File: src/rtl/ttl_inverter_scan_ctrl_if.sv
// ttl_inverter_scan_ctrl_if
//   Bus between the inverter-bank scan sequencer and its surroundings.
//   Signals (named from the sequencer's point of view):
//     Start          run request
//     Y_in           outputs returned from the inverter bank
//     A_out          pattern driven onto the inverter bank inputs
//     Busy           sequencer is driving/settling/checking
//     Done           run finished
//     Pass           valid with Done; high iff Fail_Mask is all zero
//     Fail_Mask      sticky per-channel mismatch flags
//     Pattern_Index  index of the current or last pattern
//   Modports: master = controlling side / bank, slave = sequencer.
interface ttl_inverter_scan_ctrl_if #(
  parameter int unsigned BLOCKS = 7
);
  localparam int unsigned IDX_W = $clog2(BLOCKS + 4);

  logic              Start;
  logic [BLOCKS-1:0] Y_in;
  logic [BLOCKS-1:0] A_out;
  logic              Busy;
  logic              Done;
  logic              Pass;
  logic [BLOCKS-1:0] Fail_Mask;
  logic [IDX_W-1:0]  Pattern_Index;

  modport master (
    output Start, Y_in,
    input  A_out, Busy, Done, Pass, Fail_Mask, Pattern_Index
  );

  modport slave (
    input  Start, Y_in,
    output A_out, Busy, Done, Pass, Fail_Mask, Pattern_Index
  );
endinterface

File: src/rtl/ttl_inverter_scan_ctrl.sv
// ttl_inverter_scan_ctrl
//   Built-in self-test sequencer for a bank of BLOCKS inverter channels.
//   On Start it walks BLOCKS+4 patterns (all ones, all zeros, walking one,
//   alternating 1010.. with bit0=1, and its complement) onto the bank,
//   waits SETTLE_CYCLES, then checks Y == ~A, accumulating a per-channel
//   fail mask. Each pattern costs SETTLE_CYCLES+2 cycles.
//   Ports:
//     Clk    clock, rising edge
//     Clear  asynchronous active-high reset
//     bus    ttl_inverter_scan_ctrl_if.slave (Start, Y_in, A_out, Busy,
//            Done, Pass, Fail_Mask, Pattern_Index)
//   Optional build macro TTL_SCAN_STOP_ON_FAIL_EN: when defined, the first
//   CHECK with any mismatch ends the run immediately, freezing
//   Pattern_Index and A_out at the failing pattern.
module ttl_inverter_scan_ctrl #(
  parameter int unsigned BLOCKS        = 7,
  parameter int unsigned SETTLE_CYCLES = 2
) (
  input  logic                    Clk,
  input  logic                    Clear,
  ttl_inverter_scan_ctrl_if.slave bus
);

  localparam int unsigned NUM_PATTERNS = BLOCKS + 4;
  localparam int unsigned IDX_W        = $clog2(NUM_PATTERNS);
  localparam int unsigned CNT_W        = (SETTLE_CYCLES > 0) ? $clog2(SETTLE_CYCLES + 1) : 1;
  localparam logic [IDX_W-1:0] LAST_IDX = IDX_W'(NUM_PATTERNS - 1);

  typedef enum logic [2:0] {
    S_IDLE,
    S_DRIVE,
    S_SETTLE,
    S_CHECK,
    S_DONE
  } state_t;

  state_t            state_q, state_d;
  logic [BLOCKS-1:0] a_q, a_d;
  logic [BLOCKS-1:0] fail_q, fail_d;
  logic [IDX_W-1:0]  idx_q, idx_d;
  logic [CNT_W-1:0]  cnt_q, cnt_d;
  logic [BLOCKS-1:0] mism;

  function automatic logic [BLOCKS-1:0] pattern(input logic [IDX_W-1:0] idx);
    logic [BLOCKS-1:0] alt;
    logic [BLOCKS-1:0] res;
    alt = '0;
    for (int unsigned i = 0; i < BLOCKS; i++) begin
      alt[i] = ~i[0];
    end
    if (idx == '0) begin
      res = '1;
    end else if (idx == IDX_W'(1)) begin
      res = '0;
    end else if (idx <= IDX_W'(BLOCKS + 1)) begin
      res = BLOCKS'(1) << (idx - IDX_W'(2));
    end else if (idx == IDX_W'(BLOCKS + 2)) begin
      res = alt;
    end else begin
      res = ~alt;
    end
    return res;
  endfunction

  always_ff @(posedge Clk or posedge Clear) begin
    if (Clear) begin
      state_q <= S_IDLE;
      a_q     <= '0;
      fail_q  <= '0;
      idx_q   <= '0;
      cnt_q   <= '0;
    end else begin
      state_q <= state_d;
      a_q     <= a_d;
      fail_q  <= fail_d;
      idx_q   <= idx_d;
      cnt_q   <= cnt_d;
    end
  end

  always_comb begin
    state_d = state_q;
    a_d     = a_q;
    fail_d  = fail_q;
    idx_d   = idx_q;
    cnt_d   = cnt_q;
    // A channel mismatches when its output equals its input.
    mism    = ~(bus.Y_in ^ a_q);

    unique case (state_q)
      S_IDLE, S_DONE: begin
        if (bus.Start) begin
          fail_d  = '0;
          idx_d   = '0;
          state_d = S_DRIVE;
        end
      end
      S_DRIVE: begin
        a_d     = pattern(idx_q);
        cnt_d   = CNT_W'(SETTLE_CYCLES);
        state_d = (SETTLE_CYCLES == 0) ? S_CHECK : S_SETTLE;
      end
      S_SETTLE: begin
        cnt_d = cnt_q - CNT_W'(1);
        if (cnt_q == CNT_W'(1)) begin
          state_d = S_CHECK;
        end
      end
      S_CHECK: begin
        fail_d = fail_q | mism;
`ifdef TTL_SCAN_STOP_ON_FAIL_EN
        // Nothing has failed before this CHECK, so fail_d holds only this
        // pattern's mismatches when we stop here.
        if (|mism) begin
          state_d = S_DONE;
        end else if (idx_q == LAST_IDX) begin
          state_d = S_DONE;
        end else begin
          idx_d   = idx_q + IDX_W'(1);
          state_d = S_DRIVE;
        end
`else
        if (idx_q == LAST_IDX) begin
          state_d = S_DONE;
        end else begin
          idx_d   = idx_q + IDX_W'(1);
          state_d = S_DRIVE;
        end
`endif
      end
      default: state_d = S_IDLE;
    endcase
  end

  assign bus.A_out         = a_q;
  assign bus.Fail_Mask     = fail_q;
  assign bus.Pattern_Index = idx_q;
  assign bus.Busy          = (state_q == S_DRIVE) || (state_q == S_SETTLE) || (state_q == S_CHECK);
  assign bus.Done          = (state_q == S_DONE);
  assign bus.Pass          = (state_q == S_DONE) && (fail_q == '0);

endmodule

File: src/flat_wrapper.sv
// flat-port wrapper written by rule: the top's interface ports become plain ports
module ttl_inverter_scan_ctrl_flat 
#(
  parameter int unsigned BLOCKS        = 7,
  parameter int unsigned SETTLE_CYCLES = 2
)
  (Clk, Clear, bus_Start, bus_Y_in, bus_A_out, bus_Busy, bus_Done, bus_Pass, bus_Fail_Mask, bus_Pattern_Index);
  ttl_inverter_scan_ctrl_if #(.BLOCKS(BLOCKS)) bus_i ();
  input  logic Clk;
  input  logic Clear;
  input wire logic [$bits(bus_i.Start)-1:0] bus_Start;
  input wire logic [$bits(bus_i.Y_in)-1:0] bus_Y_in;
  output wire logic [$bits(bus_i.A_out)-1:0] bus_A_out;
  output wire logic [$bits(bus_i.Busy)-1:0] bus_Busy;
  output wire logic [$bits(bus_i.Done)-1:0] bus_Done;
  output wire logic [$bits(bus_i.Pass)-1:0] bus_Pass;
  output wire logic [$bits(bus_i.Fail_Mask)-1:0] bus_Fail_Mask;
  output wire logic [$bits(bus_i.Pattern_Index)-1:0] bus_Pattern_Index;
  assign bus_i.Start = bus_Start;
  assign bus_i.Y_in = bus_Y_in;
  assign bus_A_out = bus_i.A_out;
  assign bus_Busy = bus_i.Busy;
  assign bus_Done = bus_i.Done;
  assign bus_Pass = bus_i.Pass;
  assign bus_Fail_Mask = bus_i.Fail_Mask;
  assign bus_Pattern_Index = bus_i.Pattern_Index;
  ttl_inverter_scan_ctrl #(.BLOCKS(BLOCKS), .SETTLE_CYCLES(SETTLE_CYCLES)) u_core (.Clk(Clk), .Clear(Clear), .bus(bus_i));
endmodule
File: config.mk
export PLATFORM = sky130hd
export DESIGN_NAME = ttl_inverter_scan_ctrl_flat
export DESIGN_NICKNAME = d
export VERILOG_FILES = /design/src/rtl/ttl_inverter_scan_ctrl_if.sv /design/src/rtl/ttl_inverter_scan_ctrl.sv /design/src/flat_wrapper.sv
export SDC_FILE = /design/constraint.sdc
export NUM_CORES = 1
export LEC_CHECK = 0
export ABC_AREA = 1
export BUFFER_PORTS_ARGS = -buffer_cell sky130_fd_sc_hd__buf_2
export CAP_MARGIN = 10
export CORE_MARGIN = 4
export CORE_UTILIZATION = 45
export CTS_CLUSTER_DIAMETER = 120
export DETAILED_ROUTE_END_ITERATION = 12
export HOLD_SLACK_MARGIN = 0.12
export PLACE_DENSITY = 0.77
export SLEW_MARGIN = 0
export SYNTH_ARGS = -nofsm -noshare
export SYNTH_HDL_FRONTEND = slang
export SYNTH_SLANG_ARGS = --single-unit
File: constraint.sdc
create_clock -name Clk -period 1.67 [get_ports Clk]
set_clock_uncertainty 0.2 [all_clocks]
set_input_delay 0.0835 -clock Clk [delete_from_list [all_inputs] [get_ports Clk]]
set_output_delay 0.0835 -clock Clk [all_outputs]
set_load 0.05 [all_outputs]
==> metrics.md <==
| Metric | Value |
|---|---|
| Status | complete, but fails checks |
| Failing checks | negative setup slack |
| CP Capture Type | primary output |
| Most common cell after layout, fill and taps aside | nand2_1 |
| Placed Cells | between 200 and 250 |
| GRT Overall Usage | 16.3% |
| Largest net degree at the start of global routing | 24 |
| Yosys reg bits | 23 |
| CTS clock-pin slew for the worst setup and hold paths | 0.13 ns |
| Die area | around 3900 µm² |
| Max-cap violations | 0 |
| CTS tree | yes |
| Most frequent cells in the layout | 33 x nand2_1, 28 x buf_2, 27 x inv_1 |
| CP Class | reg -> out |
| Power per standard cell area | 1990 nW/µm² |
| Final net count | around 240 |
| First-pass GRT wire length | around 5200 µm |
| Share of cells above drive strength 1 | between 30 and 40% |
| CP startpoint kind | flop |
| Routed vias/inst | 4.92 |
| Avg WL per Cell | 12.0 µm |
| Final setup fails | 1 |
| Final Hold Viols | 0 |
| Initial antenna violation count | 0 |
| Cell area after synthesis | 1340 µm² |
| YS warnings | 0 |
| Crit path time final | approximately 1.7 ns |
| Core ar. | 2810 µm² |
| Clk_lat worst skew | 0.31 ns |
| Vias in the first global route | about 1200 |
| Antenna cells | 0 |
| Die Wd | ~63 µm |
| Unique masters post-synth | 21 |
| HPWL Detailed | between 2000 and 2500 µm |
| Vias | 1230 |
| Worst Path Arrival | around 1.4 ns |
| Max Freq | between 500 and 600 MHz |
| Sequential Area | 579 µm² |
| Register area share after synthesis | between 40% and 50% |
| Iteration-0 DRC Markers | 40 |
| Final period util | 100% |
| DRC | 0 |
| Min Hold Slack | 0.133 ns |
| Relative slew slack | between 70% and 80% |
| Clock buffer count from CTS | 3 |
| Final cell count without fillers | 250 |
| RePlAce Congestion | roughly 0.85 |
| CTS Root Cell | clkbuf_4 |
| Starting Density | 47.9% |
| Required @ worst endpoint | about 1.4 ns |
| I/O Buffers | 30 |
| Final wirelength | 3000 µm |
| Syn nets | between 150 and 200 |
| DRT Pass-1 Iters | 4 |
| Htree depth | 1 |
| Row cnt | 19 |
| Slew of the pin with the lowest slew margin | roughly 0.33 ns |
| FILL cells | 235 |
| P&R area growth vs syn | 34.9% |
| Worst r2r path cells | 9 |
| Final ANT Viol Nets | 0 |
| Slew Viols, Final | 0 |
| Setup TNS | -0.00349 ns |
| Clock Sinks | 23 |
| Clock Path Buffers | 2 |
| Syn_area_per_cell | between 8 and 9 µm² |
| Synth Instances | between 150 and 200 |
| Maximum vdd drop | 1230 µV |
| Top fanout value on the critical path | 3 |
| Multi-input gate area | 699 µm² |
| Unrepaired setup endpoints after global routing | yes |
| Worst min-delay path category | in -> async |
| Util after Layout | around 65% |
| Leakage | 0.966 nW |
| Overflow after GRT | 0 |
| Die Height | 62.6 µm |
| Min setup slack post-route | -0.00349 ns |
| Ports | 31 |
==> area by class of cell <==
class                           instances  area share, %
Tap cell                               31           2.14
Sequential cell                        23           32.0
Clock buffer                            4           1.45
Multi-Input combinational cell        108           38.6
Timing Repair Buffer                   50           18.3
Inverter                               34           7.46
==> stage by stage <==
| stage | setup slack, ns | area [µm²] | power (mW) |
|---|---|---|---|
| floorplan | -0.0217 | 1380 | 2.65 |
| global placement | 0.0953 | 1600 | 3.12 |
| detailed placement | 0.0499 | 1600 | 3.14 |
| CTS | -0.000103 | 1740 | 3.46 |
| global route | -0.0562 | 1810 | 3.91 |
| finish | -0.00349 | 1810 | 3.61 |
==> cell usage after synthesis <==
| cell type | number | area (µm²) |
|---|---|---|
| nand2_1 | 34 | 128 |
| inv_1 | 32 | 120 |
| dfrtp_1 | 23 | 576 |
| nor2_1 | 10 | 37.5 |
| nand3_1 | 9 | 45.0 |
| ha_1 | 8 | 100 |
| o22ai_1 | 8 | 50.1 |
| nand2_2 | 7 | 43.8 |
| o21ai_0 | 7 | 35.0 |
| xor2_1 | 7 | 61.3 |
| a21boi_1 | 6 | 45.0 |
| a21oi_1 | 3 | 15.0 |
| inv_2 | 2 | 7.51 |
| o21ai_1 | 2 | 10.0 |
| a31oi_4 | 1 | 21.3 |
| nand3_2 | 1 | 10.0 |
| nand4_1 | 1 | 6.26 |
| nor2_2 | 1 | 6.26 |
| nor2_4 | 1 | 11.3 |
| nor4_1 | 1 | 6.26 |
| o21a_1 | 1 | 7.51 |
==> worst paths after layout <==
path,start,endpoint,slack (ns)
worst max register to register,u_core.bus.Pattern_Index[0],u_core.bus.Pattern_Index[2],0.07
min in group Clk,u_core.cnt_q[0],u_core.cnt_q[0],0.32
worst min register to register,u_core.cnt_q[0],u_core.cnt_q[0],0.32
worst max-delay path,u_core.state_q[1],bus_Pass,-0.003
max in group asynchronous,Clear,u_core.bus.Pattern_Index[1],0.89
worst min-delay path,Clear,u_core.bus.Fail_Mask[5],0.13
==> logic make-up after synthesis <==
logic type               after synthesis  synth area share [%]
AND/OR/NAND/NOR                       65                  21.9
buffers and inverters                 34                  9.51
AO/OA/AOI/OAI                         28                  13.7
flip-flops                            23                  42.9
adder cells (fa/ha/maj)                8                  7.46
XOR/XNOR                               7                  4.57
==> per-layer routing <==
metal	routed length (µm)	track usage (%)	vias up
li1	-	-	632
met1	1360	20.3	562
met2	1440	26.9	30
met3	152	5.40	6
met4	46	4.68	0
met5	0	0	-
==> power breakdown <==
part           internal (mW)  total [mW]  switching [mW]
registers              0.792       0.963           0.171
clock network         0.0934       0.261           0.168
logic                  0.784        2.38            1.60
total                   1.67        3.61            1.94
==> registers in the layout, indices dropped and copies added (netlist names) <==
| signal | flops |
|---|---|
| u_core.bus.Pattern_Index | 4 |
| u_core.bus.Fail_Mask | 7 |
| u_core.cnt_q | 2 |
| u_core.state_q | 3 |
| u_core.bus.A_out | 7 |
==> timing repair <==
item                                   4_1_cts  5_1_grt
pin swaps                                    0        2
gates resized for setup                      3       14
endpoints found under the hold margin       36        0
setup endpoints to repair                    1       12
buffers inserted                             3        4
hold buffers                                 9        0
==> worst max-delay path, stage by stage (launching register included) <==
cell     delay [ns]
dfrtp_1        0.41
nor2_2         0.14
inv_2          0.07
nor4_4         0.26
buf_6          0.19
Power figures use the tool's default switching activity.
